**src/rtl/pwm_duty_ctrl.sv**
```systemverilog
// pwm_duty_ctrl
//   Turns the two board pushbuttons into a duty-cycle command for the PWM
//   generator. Each button is synchronised, debounced and auto-repeated
//   while held; every accepted step moves a saturating duty target. The
//   duty value handed to the PWM generator slews toward that target by one
//   LSB every RAMP_DIV cycles.
//
// Ports
//   clk          system clock, rising edge
//   rst          asynchronous, active-high reset
//   pb_inc       increment button (asynchronous, active-high)
//   pb_dec       decrement button (asynchronous, active-high)
//   duty_target  commanded duty
//   duty_out     ramped duty, feeds the PWM generator duty input
//   busy         duty_out has not yet reached duty_target
//   step_pulse   one-cycle strobe, high in the cycle duty_target updates
//   at_max       duty_target == DUTY_MAX
//   at_min       duty_target == 0
module pwm_duty_ctrl #(
    parameter int DUTY_W       = 8,
    parameter int DUTY_MAX     = 100,
    parameter int DUTY_INIT    = 50,
    parameter int STEP         = 10,
    parameter int DB_CYCLES    = 4,
    parameter int REPEAT_DELAY = 32,
    parameter int REPEAT_RATE  = 16,
    parameter int RAMP_DIV     = 2
) (
    input  logic              clk,
    input  logic              rst,
    input  logic              pb_inc,
    input  logic              pb_dec,
    output logic [DUTY_W-1:0] duty_target,
    output logic [DUTY_W-1:0] duty_out,
    output logic              busy,
    output logic              step_pulse,
    output logic              at_max,
    output logic              at_min
);

    // One shared counter serves debounce, hold delay and repeat rate.
    localparam int CNT_MAX_A = (DB_CYCLES > REPEAT_DELAY) ? DB_CYCLES : REPEAT_DELAY;
    localparam int CNT_MAX   = (CNT_MAX_A > REPEAT_RATE) ? CNT_MAX_A : REPEAT_RATE;
    localparam int CNT_W     = $clog2(CNT_MAX + 1);
    localparam int RAMP_W    = $clog2(RAMP_DIV + 1);

    typedef enum logic [1:0] {
        IDLE     = 2'd0,
        DEBOUNCE = 2'd1,
        HOLD     = 2'd2,
        REPEAT   = 2'd3
    } state_t;

    // Synchronisers
    logic inc_meta_q, inc_s_q;
    logic dec_meta_q, dec_s_q;

    // Press sequencer
    state_t           state_q, state_d;
    logic             dir_up_q, dir_up_d;
    logic [CNT_W-1:0] cnt_q, cnt_d;
    logic             step;

    // Duty datapath
    logic [DUTY_W-1:0] target_q, target_d;
    logic [DUTY_W-1:0] out_q, out_d;
    logic [RAMP_W-1:0] ramp_cnt_q, ramp_cnt_d;
    logic              step_pulse_q, step_pulse_d;

    logic              cmd_inc, cmd_dec, cmd_match;
    logic [DUTY_W:0]   sum_inc;

    // Both buttons together cancel to "no command".
    assign cmd_inc   = inc_s_q & ~dec_s_q;
    assign cmd_dec   = dec_s_q & ~inc_s_q;
    assign cmd_match = dir_up_q ? cmd_inc : cmd_dec;

    always_comb begin
        state_d  = state_q;
        dir_up_d = dir_up_q;
        cnt_d    = cnt_q;
        step     = 1'b0;
        if (state_q == IDLE) begin
            if (cmd_inc | cmd_dec) begin
                dir_up_d = cmd_inc;
                cnt_d    = '0;
                state_d  = DEBOUNCE;
            end
        end else if (!cmd_match) begin
            // Release, bounce, direction change or both pressed: abort
            // the press without stepping.
            state_d = IDLE;
            cnt_d   = '0;
        end else begin
            case (state_q)
                DEBOUNCE: begin
                    if (cnt_q == CNT_W'(DB_CYCLES - 1)) begin
                        step    = 1'b1;
                        cnt_d   = '0;
                        state_d = HOLD;
                    end else begin
                        cnt_d = cnt_q + CNT_W'(1);
                    end
                end
                HOLD: begin
                    if (cnt_q == CNT_W'(REPEAT_DELAY - 1)) begin
                        step    = 1'b1;
                        cnt_d   = '0;
                        state_d = REPEAT;
                    end else begin
                        cnt_d = cnt_q + CNT_W'(1);
                    end
                end
                REPEAT: begin
                    if (cnt_q == CNT_W'(REPEAT_RATE - 1)) begin
                        step  = 1'b1;
                        cnt_d = '0;
                    end else begin
                        cnt_d = cnt_q + CNT_W'(1);
                    end
                end
                default: state_d = IDLE;
            endcase
        end
    end

    // Target stepping, one bit wider so the increment cannot wrap before
    // it is clamped.
    always_comb begin
        sum_inc      = {1'b0, target_q} + (DUTY_W+1)'(STEP);
        target_d     = target_q;
        step_pulse_d = step;
        if (step) begin
            if (dir_up_q) begin
                if (sum_inc > (DUTY_W+1)'(DUTY_MAX)) target_d = DUTY_W'(DUTY_MAX);
                else                                  target_d = sum_inc[DUTY_W-1:0];
            end else begin
                if ({1'b0, target_q} < (DUTY_W+1)'(STEP)) target_d = '0;
                else                                        target_d = target_q - DUTY_W'(STEP);
            end
        end
    end

    // Soft ramp. The divider only runs while out and target differ, and is
    // not disturbed when the target moves mid-ramp. Moving one LSB at a time
    // toward the target can never overshoot it.
    always_comb begin
        out_d      = out_q;
        ramp_cnt_d = ramp_cnt_q;
        if (out_q == target_q) begin
            ramp_cnt_d = '0;
        end else if (ramp_cnt_q == RAMP_W'(RAMP_DIV - 1)) begin
            ramp_cnt_d = '0;
            if (target_q > out_q) out_d = out_q + DUTY_W'(1);
            else                  out_d = out_q - DUTY_W'(1);
        end else begin
            ramp_cnt_d = ramp_cnt_q + RAMP_W'(1);
        end
    end

    always_ff @(posedge clk or posedge rst) begin
        if (rst) begin
            inc_meta_q   <= 1'b0;
            inc_s_q      <= 1'b0;
            dec_meta_q   <= 1'b0;
            dec_s_q      <= 1'b0;
            state_q      <= IDLE;
            dir_up_q     <= 1'b0;
            cnt_q        <= '0;
            target_q     <= DUTY_W'(DUTY_INIT);
            out_q        <= DUTY_W'(DUTY_INIT);
            ramp_cnt_q   <= '0;
            step_pulse_q <= 1'b0;
        end else begin
            inc_meta_q   <= pb_inc;
            inc_s_q      <= inc_meta_q;
            dec_meta_q   <= pb_dec;
            dec_s_q      <= dec_meta_q;
            state_q      <= state_d;
            dir_up_q     <= dir_up_d;
            cnt_q        <= cnt_d;
            target_q     <= target_d;
            out_q        <= out_d;
            ramp_cnt_q   <= ramp_cnt_d;
            step_pulse_q <= step_pulse_d;
        end
    end

    assign duty_target = target_q;
    assign duty_out    = out_q;
    assign step_pulse  = step_pulse_q;
    assign busy        = (out_q != target_q);
    assign at_max      = (target_q == DUTY_W'(DUTY_MAX));
    assign at_min      = (target_q == '0);

endmodule

```
**config.mk**
```make
export PLATFORM = sky130hd
export DESIGN_NAME = pwm_duty_ctrl
export DESIGN_NICKNAME = d
export VERILOG_FILES = /design/src/rtl/pwm_duty_ctrl.sv
export SDC_FILE = /design/constraint.sdc
export NUM_CORES = 1
export LEC_CHECK = 0
export ABC_AREA = 1
export CORE_MARGIN = 5
export CORE_UTILIZATION = 57
export DETAILED_ROUTE_END_ITERATION = 8
export HOLD_SLACK_MARGIN = 0.15
export PLACE_DENSITY_LB_ADDON = 0.1
export SYNTH_ARGS = -nofsm -noshare
export SYNTH_HDL_FRONTEND = slang
export SYNTH_SLANG_ARGS = --single-unit
```
**constraint.sdc**
```tcl
create_clock -name clk -period 3 [get_ports clk]
set_clock_uncertainty 0.05 [all_clocks]
set_input_delay 0.3 -clock clk [delete_from_list [all_inputs] [get_ports clk]]
set_output_delay 0.3 -clock clk [all_outputs]
set_load 0.05 [all_outputs]
```
==> out/metrics.cfg <==
[critical_path]
crit_fanout = 8
cp-start-kind = register
worstSetupPathType = register to register
cp_data_arrival_time_ns = 2.90
worstPathRequired_ns = 3.13
endpoint_kind = register

[global_routing]
antenna_found_initial = 0
grt_remaining_overflow = 0
grt_pass1_vias = 1933
grtUsageTotal = 0.203
grt_pass1_wl_mm = 8.64
grt_max_degree = 32

[drt]
drtIter0Drc = 116
drc = 0
first_pass_iters = 4
wl_per_cell_um = 12.8
drtAntennaViolNets = 0
wirelength_mm = 5.20
via_count = 2106
viasPerCell = 5.19

[clocking]
clkLatencyLatePin_ns = 0.29
cts_buffer_depth = 2
clock-sinks = 31
root_buffer = clkbuf_8
cts_buffers = 5
htree_levels = 2
path_clk_slew_ns = 0.07
cts_tree = built

[yosys]
ys_warn_count = 0
synthTopCellsByArea = dfrtp_1, nand2_1, ha_1, inv_1, dfstp_2
synth_edf_count = 0
synth_cells = 322
yosysTopAreaCell = dfrtp_1
synth.avg_cell_area_um2 = 7.34
synth_seq_cells = 31
synth-async-reset-ratio = 1.00
yosysSeqAreaShare = 0.332
synth.most_common_cell = nand2_1
syn-num-nets = 349
mappedNetlistArea_um2 = 2360
dominantRegCellSynth = dfrtp_1
synth_top_area_share = 0.265
ys_types = 37
synth_common_cells = nand2_1, inv_1, nor2_1, dfrtp_1, ha_1

[place]
io_buffers = 22
place_inst = 398
place_congestion = 0.925
hpwl_mm = 3.87

[timing]
finalSetupViolCount = 0
finalSetupTns_ns = 0
rsz0062_at_grt = yes
maxSlewHeadroom = 0.646
hold_violations = 0
finalMaxSlewViolations = 0
fin_crit_ns = 2.77
max_freq_mhz = 361
finalCritPeriodShare = 0.923
worstMarginPinSlew_ns = 0.529

[outcome]
status = finished clean

[min_path]
hold_class = register to register

[layout]
drive_above_1_share = 0.129
finalNetCount = 382
area.growth.synth_to_final_pct = 18.6
n_antenna_cell = 0
finalNonFillerCells = 406

[floorplanning]
die_h_um = 74.4
io_pins = 24
num_rows = 23
dieArea_um2 = 5530
initial_utilization = 0.591
core_area_um2 = 4000
dieWidth_um = 74.4

[power_and_ir_drop]
power_leakage_nw = 1.41
power_density_nw_per_um2 = 945
power.total_w = 0.00265
vdd_drop_max_mv = 0.803

[flow_run]
cap_violations = 0

## final timing paths
check / startpoint / endpoint / slack [ns] / cells past startpoint
min: inc_meta_q$_DFF_PP0_ / inc_s_q$_DFF_PP0_ / 0.30 / 0
min in group asynchronous: rst / ramp_cnt_q[1]$_DFF_PP0_ / 0.35 / 3
max: duty_out[1]$_DFFE_PP1P_ / duty_out[7]$_DFFE_PP0P_ / 0.23 / 20
max reg2reg: duty_out[1]$_DFFE_PP1P_ / duty_out[7]$_DFFE_PP0P_ / 0.23 / 20
max in group asynchronous: rst / duty_target[1]$_DFFE_PP1P_ / 2.23 / 3
min reg2reg: inc_meta_q$_DFF_PP0_ / inc_s_q$_DFF_PP0_ / 0.30 / 0
## layout by cell type, fill, tap and decap left out, types with 2 or more instances in the layout
cell,count
inv_1,47
nand2_4,2
dfstp_2,6
nand3b_1,2
buf_4,5
dfrtp_1,24
o21ai_2,3
clkinv_4,2
ha_1,21
clkbuf_8,5
nand3_1,20
o21ai_0,9
xor2_1,5
a21oi_1,15
nand2_2,5
nand2_1,88
nor2_1,26
nand3_2,5
o22ai_1,2
nor3_1,2
o21ai_1,8
nand4_1,8
nor4_1,2
clkdlybuf4s50_1,22
inv_2,3
a31oi_1,2
## layout make-up
| type | count | area (um^2) |
|---|---|---|
| tap | 50 | 62.6 |
| inverter | 51 | 196 |
| timing repair buffer | 27 | 258 |
| multi-input combinational | 239 | 1390 |
| clock buffer | 5 | 68.8 |
| fill | 336 | 1200 |
| clock inverter | 3 | 43.8 |
| sequential | 31 | 785 |
## power breakdown
part	total, W	switching, W	internal [W]	leakage, nW
registers	0.000663	0.000118	0.000544	0.386
clock network	0.000418	0.000171	0.000247	0.0581
logic	0.00157	0.00103	0.000541	0.963
## metal layers
metal / share of wire / track usage
met5: 0 / 0
met4: 0.017 / 0.0632
met3: 0.044 / 0.0486
met2: 0.46 / 0.329
met1: 0.48 / 0.269
## critical path, stage by stage, from the launching register on
cell and delay, ns:
dfstp_2 0.58, inv_1 0.07, ha_1 0.34, nand2_1 0.07, nand2_1 0.06, nand2_1 0.05
nand2_1 0.05, nand2_1 0.04, nand2_1 0.09, nand2_2 0.14, ha_1 0.38, nand2_1 0.10
nand2_1 0.06, nand2_1 0.06, nand2_1 0.04, a21oi_1 0.15, inv_1 0.07, nand2_1 0.08
nand3_1 0.07, nand2_1 0.06, nand2_1 0.04
## logic make-up after synthesis
family          after synthesis  synth area share
mux                           1           0.00424
buf+inv                      52            0.0863
fa+ha+maj                    23             0.125
compound gates               42             0.101
simple gates                165             0.322
xor+xnor                      7            0.0291
flops                        31             0.332
other cells                   1           0.00159
## state kept, by name, indices dropped and copies added, names as in the netlist
register / count
cnt_q: 6
dec_meta_q: 1
dec_s_q: 1
dir_up_q: 1
duty_out: 8
duty_target: 7
inc_meta_q: 1
inc_s_q: 1
ramp_cnt_q: 2
state_q: 2
step_pulse: 1
## what timing repair did
action	CTS	global route
endpoints found under the setup margin	0	3
hold buffers	0	0
gates resized for setup	0	2
setup buffers	0	0
## stage by stage
step / util / hold WS [ns] / worst slack, ns / instance area (um^2)
3_3_place_gp: 0.671 / 0.285 / 0.244 / 2690
3_5_place_dp: 0.671 / 0.285 / 0.206 / 2690
2_1_floorplan: - / 0.281 / 0.0107 / 2370
4_1_cts: 0.699 / 0.301 / 0.103 / 2800
5_1_grt: 0.701 / 0.307 / -0.0165 / 2800
6_report: 0.701 / 0.299 / 0.231 / 2800
Note: power is estimated with default switching activity, not from simulation.
